**src/rtl/ring_bridge_scheduler_pkg.sv**
```systemverilog
// Shared encodings and sizes for the inter-bus UART ring scheduler.
// Imported by the scheduler top, its interface and the rr_pick3 encoder.
package ring_bridge_scheduler_pkg;

  localparam int N_NODES                = 3;
  localparam int ID_W                   = 2;
  localparam int TIMEOUT_CYCLES_DEFAULT = 4096;

  typedef enum logic [1:0] {
    ST_IDLE    = 2'd0,
    ST_GRANT   = 2'd1,
    ST_RELEASE = 2'd2
  } sched_state_t;

  // Next node index in ring order 0 -> 1 -> 2 -> 0; any out-of-range id restarts at 0.
  function automatic logic [ID_W-1:0] next_id(input logic [ID_W-1:0] id);
    return (id >= ID_W'(N_NODES - 1)) ? '0 : id + 1'b1;
  endfunction

endpackage

```
**src/rtl/ring_bridge_scheduler_if.sv**
```systemverilog
// Request/grant bundle between the three bus nodes and the ring scheduler.
// master = node side (drives req/done), slave = scheduler side (drives grant/status).
interface ring_bridge_scheduler_if;
  import ring_bridge_scheduler_pkg::*;

  logic [N_NODES-1:0] req;
  logic [N_NODES-1:0] done;
  logic [N_NODES-1:0] grant;
  logic               busy;
  logic [ID_W-1:0]    owner_id;
  logic               timeout_pulse;

  modport master (
    output req, done,
    input  grant, busy, owner_id, timeout_pulse
  );

  modport slave (
    input  req, done,
    output grant, busy, owner_id, timeout_pulse
  );

endinterface

```
**src/rtl/ring_bridge_scheduler_rr_pick3.sv**
```systemverilog
// rr_pick3: combinational rotating-priority encoder for three requesters.
// The search starts one past last_id, so the previous winner is considered last.
module rr_pick3
  import ring_bridge_scheduler_pkg::*;
(
  input  logic [N_NODES-1:0] req,
  input  logic [ID_W-1:0]    last_id,
  output logic               valid,
  output logic [ID_W-1:0]    id,
  output logic [N_NODES-1:0] onehot
);

  logic [ID_W-1:0] cand0, cand1, cand2;

  always_comb begin
    // NOTE: every output gets a default before the priority chain so no path leaves it unassigned (no latch).
    valid  = |req;
    id     = '0;
    onehot = '0;
    cand0  = next_id(last_id);
    cand1  = next_id(cand0);
    cand2  = next_id(cand1);
    if (req[cand0])      id = cand0;
    else if (req[cand1]) id = cand1;
    else if (req[cand2]) id = cand2;
    if (valid) onehot = N_NODES'(1) << id;
  end

endmodule

```
**src/rtl/ring_bridge_scheduler.sv**
```systemverilog
// Round-robin owner of the inter-bus UART ring: IDLE -> GRANT -> RELEASE gap -> IDLE.
// Optional grant watchdog and timeout_pulse are built only when RING_SCHED_TIMEOUT_EN is defined.
module ring_bridge_scheduler
  import ring_bridge_scheduler_pkg::*;
#(
  parameter int TIMEOUT_CYCLES = TIMEOUT_CYCLES_DEFAULT,
  parameter int TO_W           = 12
) (
  input  logic                    clock,
  input  logic                    rst,
  ring_bridge_scheduler_if.slave  bus
);

  if ((2 ** TO_W) < TIMEOUT_CYCLES) begin : g_bad_to_w
    $error("TO_W too narrow for TIMEOUT_CYCLES");
  end

  sched_state_t       state;
  logic [N_NODES-1:0] grant_q;
  logic               busy_q;
  logic [ID_W-1:0]    owner_q;

  logic               pick_valid;
  logic [ID_W-1:0]    pick_id;
  logic [N_NODES-1:0] pick_onehot;

  rr_pick3 u_pick (
    .req    (bus.req),
    .last_id(owner_q),
    .valid  (pick_valid),
    .id     (pick_id),
    .onehot (pick_onehot)
  );

  // The grant register is one-hot on the owner, so masking with it selects the owner's inputs.
  logic owner_done, owner_req;
  assign owner_done = |(bus.done & grant_q);
  assign owner_req  = |(bus.req  & grant_q);

`ifdef RING_SCHED_TIMEOUT_EN
  logic [TO_W-1:0] count_q;
  logic            timeout_q;
  logic            wd_hit;
  assign wd_hit = (count_q == TO_W'(TIMEOUT_CYCLES - 1));
`else
  logic            wd_hit;
  assign wd_hit = 1'b0;
`endif

  // NOTE: state and outputs are flops updated with non-blocking assignments so every read sees the pre-edge value.
  always_ff @(posedge clock or posedge rst) begin
    if (rst) begin
      state   <= ST_IDLE;
      grant_q <= '0;
      busy_q  <= 1'b0;
      owner_q <= ID_W'(N_NODES - 1);
`ifdef RING_SCHED_TIMEOUT_EN
      count_q   <= '0;
      timeout_q <= 1'b0;
`endif
    end else begin
`ifdef RING_SCHED_TIMEOUT_EN
      timeout_q <= 1'b0;
`endif
      case (state)
        ST_IDLE: begin
          if (pick_valid) begin
            state   <= ST_GRANT;
            grant_q <= pick_onehot;
            owner_q <= pick_id;
            busy_q  <= 1'b1;
`ifdef RING_SCHED_TIMEOUT_EN
            count_q <= '0;
`endif
          end
        end
        ST_GRANT: begin
`ifdef RING_SCHED_TIMEOUT_EN
          count_q <= count_q + 1'b1;
`endif
          if (owner_done || !owner_req || wd_hit) begin
            state   <= ST_RELEASE;
            grant_q <= '0;
`ifdef RING_SCHED_TIMEOUT_EN
            // A watchdog expiry that coincides with a normal release is not a forced release.
            timeout_q <= wd_hit && !owner_done && owner_req;
`endif
          end
        end
        ST_RELEASE: begin
          state  <= ST_IDLE;
          busy_q <= 1'b0;
        end
        default: begin
          state   <= ST_IDLE;
          grant_q <= '0;
          busy_q  <= 1'b0;
        end
      endcase
    end
  end

  assign bus.grant    = grant_q;
  assign bus.busy     = busy_q;
  assign bus.owner_id = owner_q;
`ifdef RING_SCHED_TIMEOUT_EN
  assign bus.timeout_pulse = timeout_q;
`else
  assign bus.timeout_pulse = 1'b0;
`endif

endmodule

```
**src/flat_wrapper.sv**
```systemverilog
// flat-port wrapper written by rule: the top's interface ports become plain ports
module ring_bridge_scheduler_flat import ring_bridge_scheduler_pkg::*;
#(
  parameter int TIMEOUT_CYCLES = TIMEOUT_CYCLES_DEFAULT,
  parameter int TO_W           = 12
)
  (clock, rst, bus_req, bus_done, bus_grant, bus_busy, bus_owner_id, bus_timeout_pulse);
  ring_bridge_scheduler_if bus_i ();
  input  logic clock;
  input  logic rst;
  input wire logic [$bits(bus_i.req)-1:0] bus_req;
  input wire logic [$bits(bus_i.done)-1:0] bus_done;
  output wire logic [$bits(bus_i.grant)-1:0] bus_grant;
  output wire logic [$bits(bus_i.busy)-1:0] bus_busy;
  output wire logic [$bits(bus_i.owner_id)-1:0] bus_owner_id;
  output wire logic [$bits(bus_i.timeout_pulse)-1:0] bus_timeout_pulse;
  assign bus_i.req = bus_req;
  assign bus_i.done = bus_done;
  assign bus_grant = bus_i.grant;
  assign bus_busy = bus_i.busy;
  assign bus_owner_id = bus_i.owner_id;
  assign bus_timeout_pulse = bus_i.timeout_pulse;
  ring_bridge_scheduler #(.TIMEOUT_CYCLES(TIMEOUT_CYCLES), .TO_W(TO_W)) u_core (.clock(clock), .rst(rst), .bus(bus_i));
endmodule
```
**config.mk**
```make
export PLATFORM = sky130hd
export DESIGN_NAME = ring_bridge_scheduler_flat
export DESIGN_NICKNAME = d
export VERILOG_FILES = /design/src/rtl/ring_bridge_scheduler_pkg.sv /design/src/rtl/ring_bridge_scheduler_if.sv /design/src/rtl/ring_bridge_scheduler_rr_pick3.sv /design/src/rtl/ring_bridge_scheduler.sv /design/src/flat_wrapper.sv
export SDC_FILE = /design/constraint.sdc
export NUM_CORES = 1
export LEC_CHECK = 0
export CAP_MARGIN = 20
export CORE_AREA = 2 2 39 41
export CTS_CLUSTER_DIAMETER = 80
export DETAILED_ROUTE_END_ITERATION = 12
export DIE_AREA = 0 0 41 43
export PLACE_DENSITY_LB_ADDON = 0.1
export REMOVE_ABC_BUFFERS = 1
export SYNTH_ARGS = -nofsm -noshare
export SYNTH_HDL_FRONTEND = slang
export SYNTH_SLANG_ARGS = --single-unit
```
**constraint.sdc**
```tcl
create_clock -name clock -period 1.6 [get_ports clock]
set_input_delay 0.16 -clock clock [delete_from_list [all_inputs] [get_ports clock]]
set_output_delay 0.16 -clock clock [all_outputs]
set_load 0.05 [all_outputs]
```
==> metrics.md <==
| Metric | Value |
|---|---|
| Peak Freq | `~740 MHz` |
| RSZ-0062 raised after global routing | `no` |
| First-pass GRT wire length | `roughly 1.5 mm` |
| Synth cell types | `16` |
| Status | `complete, no violations` |
| Crit. End Element | `flop` |
| Wire length per cell | `around 13 um` |
| Fin. Hold Viols | `0` |
| Critical path's largest stage delay | `0.41 ns` |
| GRT Resource Usage Total | `a little over an eighth` |
| Routed Antenna Nets | `0` |
| Final Power | `~1.3 mW` |
| CTS Buf Count | `3` |
| Max Slew Vio Count | `0` |
| Vias | `roughly 370` |
| Row cnt | `14` |
| Non-filler cells, final | `73` |
| Die width | `41 um` |
| Worst Path Required | `~1.8 ns` |
| Worst Skew | `0.00254 ns` |
| Final setup fails | `0` |
| Post-synthesis cell count | `37` |
| Largest net degree at the start of global routing | `9` |
| Die ar. | `between 1500 and 2000 um^2` |
| CP Max Fanout | `4` |
| Reg-to-Reg End | `u_core.bus.grant[2]` |
| Postcts setup bufs | `0` |
| Clock insertion delay at the later pin of the skew report | `about 0.26 ns` |
| DIE HEIGHT | `about 43 um` |
| Share of cells above drive strength 1 | `about a quarter` |
| H-tree Lvls | `1` |
| Leakage | `about 0.28 nW` |
| Final worst-path cycle share | `between 80% and 90%` |
| Antenna Cells | `0` |
| Yosys reg bits | `8` |
| Mapped Avg Cell Area | `~11 um^2` |
| Max cap viols | `0` |
| Sinks on Clock Net | `8` |
| Initial core utilization | `between 20 and 30%` |
| Commonest non-fill, non-tap cell in the layout | `buf_4` |
| Crit path max-delay cell type | `dfrtp_1` |
| Root buffer cell | `clkbuf_4` |
| PostCTS Resize Cnt | `0` |
| Mapped Area | `just under 400 um^2` |
| Nets | `66` |
| Ys Warns | `0` |
| GRT overflow | `0` |
| Boundary Pins | `15` |
| Clock Path Buffers | `2` |
| Power per cell area | `approximately 2200 nW/um^2` |
| First DRT Iteration DRCs | `3` |
| R2r setup slk | `around 0.25 ns` |
| Post-DP Area | `between 500 and 600 um^2` |
| # hold bufs at CTS | `0` |
| Startpoint Class | `flop` |
| Critical path arrival | `approximately 1.5 ns` |
| Reg-to-Reg Start | `u_core.bus.grant[0]` |
| DP Wirelength | `725 um` |
| Final critical-path required period | `~1.4 ns` |
| Worst hold slack | `0.150 ns` |
| Hold crit path type | `in -> async` |
| Placed insts | `a little under 70` |
| CP Class | `reg -> reg` |
| Vias in the first global route | `354` |
| Commonest non-fill, non-tap cells in the layout | `9 x buf_4, 7 x nor2_1, 7 x clkdlybuf4s50_1, 7 x dfrtp_1, 5 x nor2b_1` |
| Worst vdd ir | `~920 uV` |
| CP cell instances | `a222oi_1 > nor2b_1 > o2bb2ai_2 > a32o_1` |
| Area grow syn2layout | `50.2%` |
| 1st-pass router iterations | `4` |
| Worst Reg-to-Reg Cells | `4` |
| Vias/cell | `slightly above 5` |
| Post-route setup TNS | `0 ns` |
| TritonCTS clock tree | `yes` |
| Port bufs | `13` |
| # DRC | `0` |
| Routability cong. | `0.703` |
| Seq/Total Area, Yosys | `51.4%` |
| Worst-path clk slew | `0.06 ns` |
| Initial antenna violation count | `0` |
| Finished Cell Area | `588 um^2` |
| Core ar. | `between 1000 and 1500 um^2` |
| Drt total wl | `925 um` |
-- area by class of cell --
class                   instances  area [um^2]
repair buffers                 17          158
well taps                      16         20.0
multi-input cells              27          179
clock buffers                   4         26.3
inverters                       1         3.75
fillers                       149          796
flip-flops and latches          8          201
-- per-layer routing --
layer  global-route usage (%)  part of all wire [%]  vias to the layer above
met5                        0                     0                        -
met4                     10.0                   3.1                        0
met3                     3.14                   5.2                        4
met2                     20.9                    53                        9
met1                     15.2                    38                      183
li1                         -                     -                      177
-- power by group --
group	switching, mW	internal [mW]
Combinational	0.426	0.292
Clock	0.0727	0.0957
Sequential	0.103	0.305
-- metrics by stage --
stage	util [%]	worst slack [ns]
after floorplan	-	0.107
after global placement	40.6	0.0557
after detailed placement	40.6	0.0495
after CTS	42.5	0.215
after global routing	42.5	0.109
final	42.5	0.246
-- worst max-delay path: cells and delay by family, from the launching register on --
family	cells	cell delay [ns]
compound gates	3	0.61
flops	1	0.41
simple gates	1	0.27
-- worst max-delay path by stage --
| stage | from | to | slack [ns] | cells after the start |
|---|---|---|---|---|
| 2_1_floorplan | u_core.bus.grant[2] | u_core.bus.grant[2] | 0.11 | 4 |
| 3_3_place_gp | bus_req[2] | u_core.bus.grant[0] | 0.06 | 5 |
| 4_1_cts | u_core.bus.grant[0] | u_core.bus.grant[0] | 0.21 | 4 |
| 5_1_grt | u_core.bus.grant[2] | u_core.bus.grant[2] | 0.11 | 4 |
| 6_report | u_core.bus.grant[0] | u_core.bus.grant[2] | 0.25 | 4 |
| 3_5_place_dp | bus_done[0] | u_core.bus.grant[0] | 0.05 | 5 |
-- flip-flops by register name (all words and copies together) (netlist names) --
signal	count
u_core.bus.busy	1
u_core.bus.grant	3
u_core.bus.owner_id	2
u_core.state	2
-- cell usage after synthesis --
cell type  n  share of area (%)
dfrtp_1    7                 45
nor2_1     7                6.7
nor2b_1    5                8.0
a32o_1     3                7.7
a21o_1     2                3.8
a222oi_1   2                5.1
o22ai_1    2                3.2
and3_1     1                1.6
buf_4      1                1.9
conb_1     1               0.96
dfstp_2    1                6.7
inv_1      1               0.96
nand2b_1   1                1.6
nor3_1     1                1.3
o21bai_1   1                1.9
o2bb2ai_2  1                3.8
-- logic make-up after synthesis --
| family | Yosys count | share of synthesized area, % |
|---|---|---|
| AO/OA/AOI/OAI | 11 | 25.6 |
| other | 1 | 0.958 |
| AND/OR/NAND/NOR | 15 | 19.2 |
| flip-flops | 8 | 51.4 |
| buffers and inverters | 2 | 2.88 |
(Power assumes the default switching activity.)
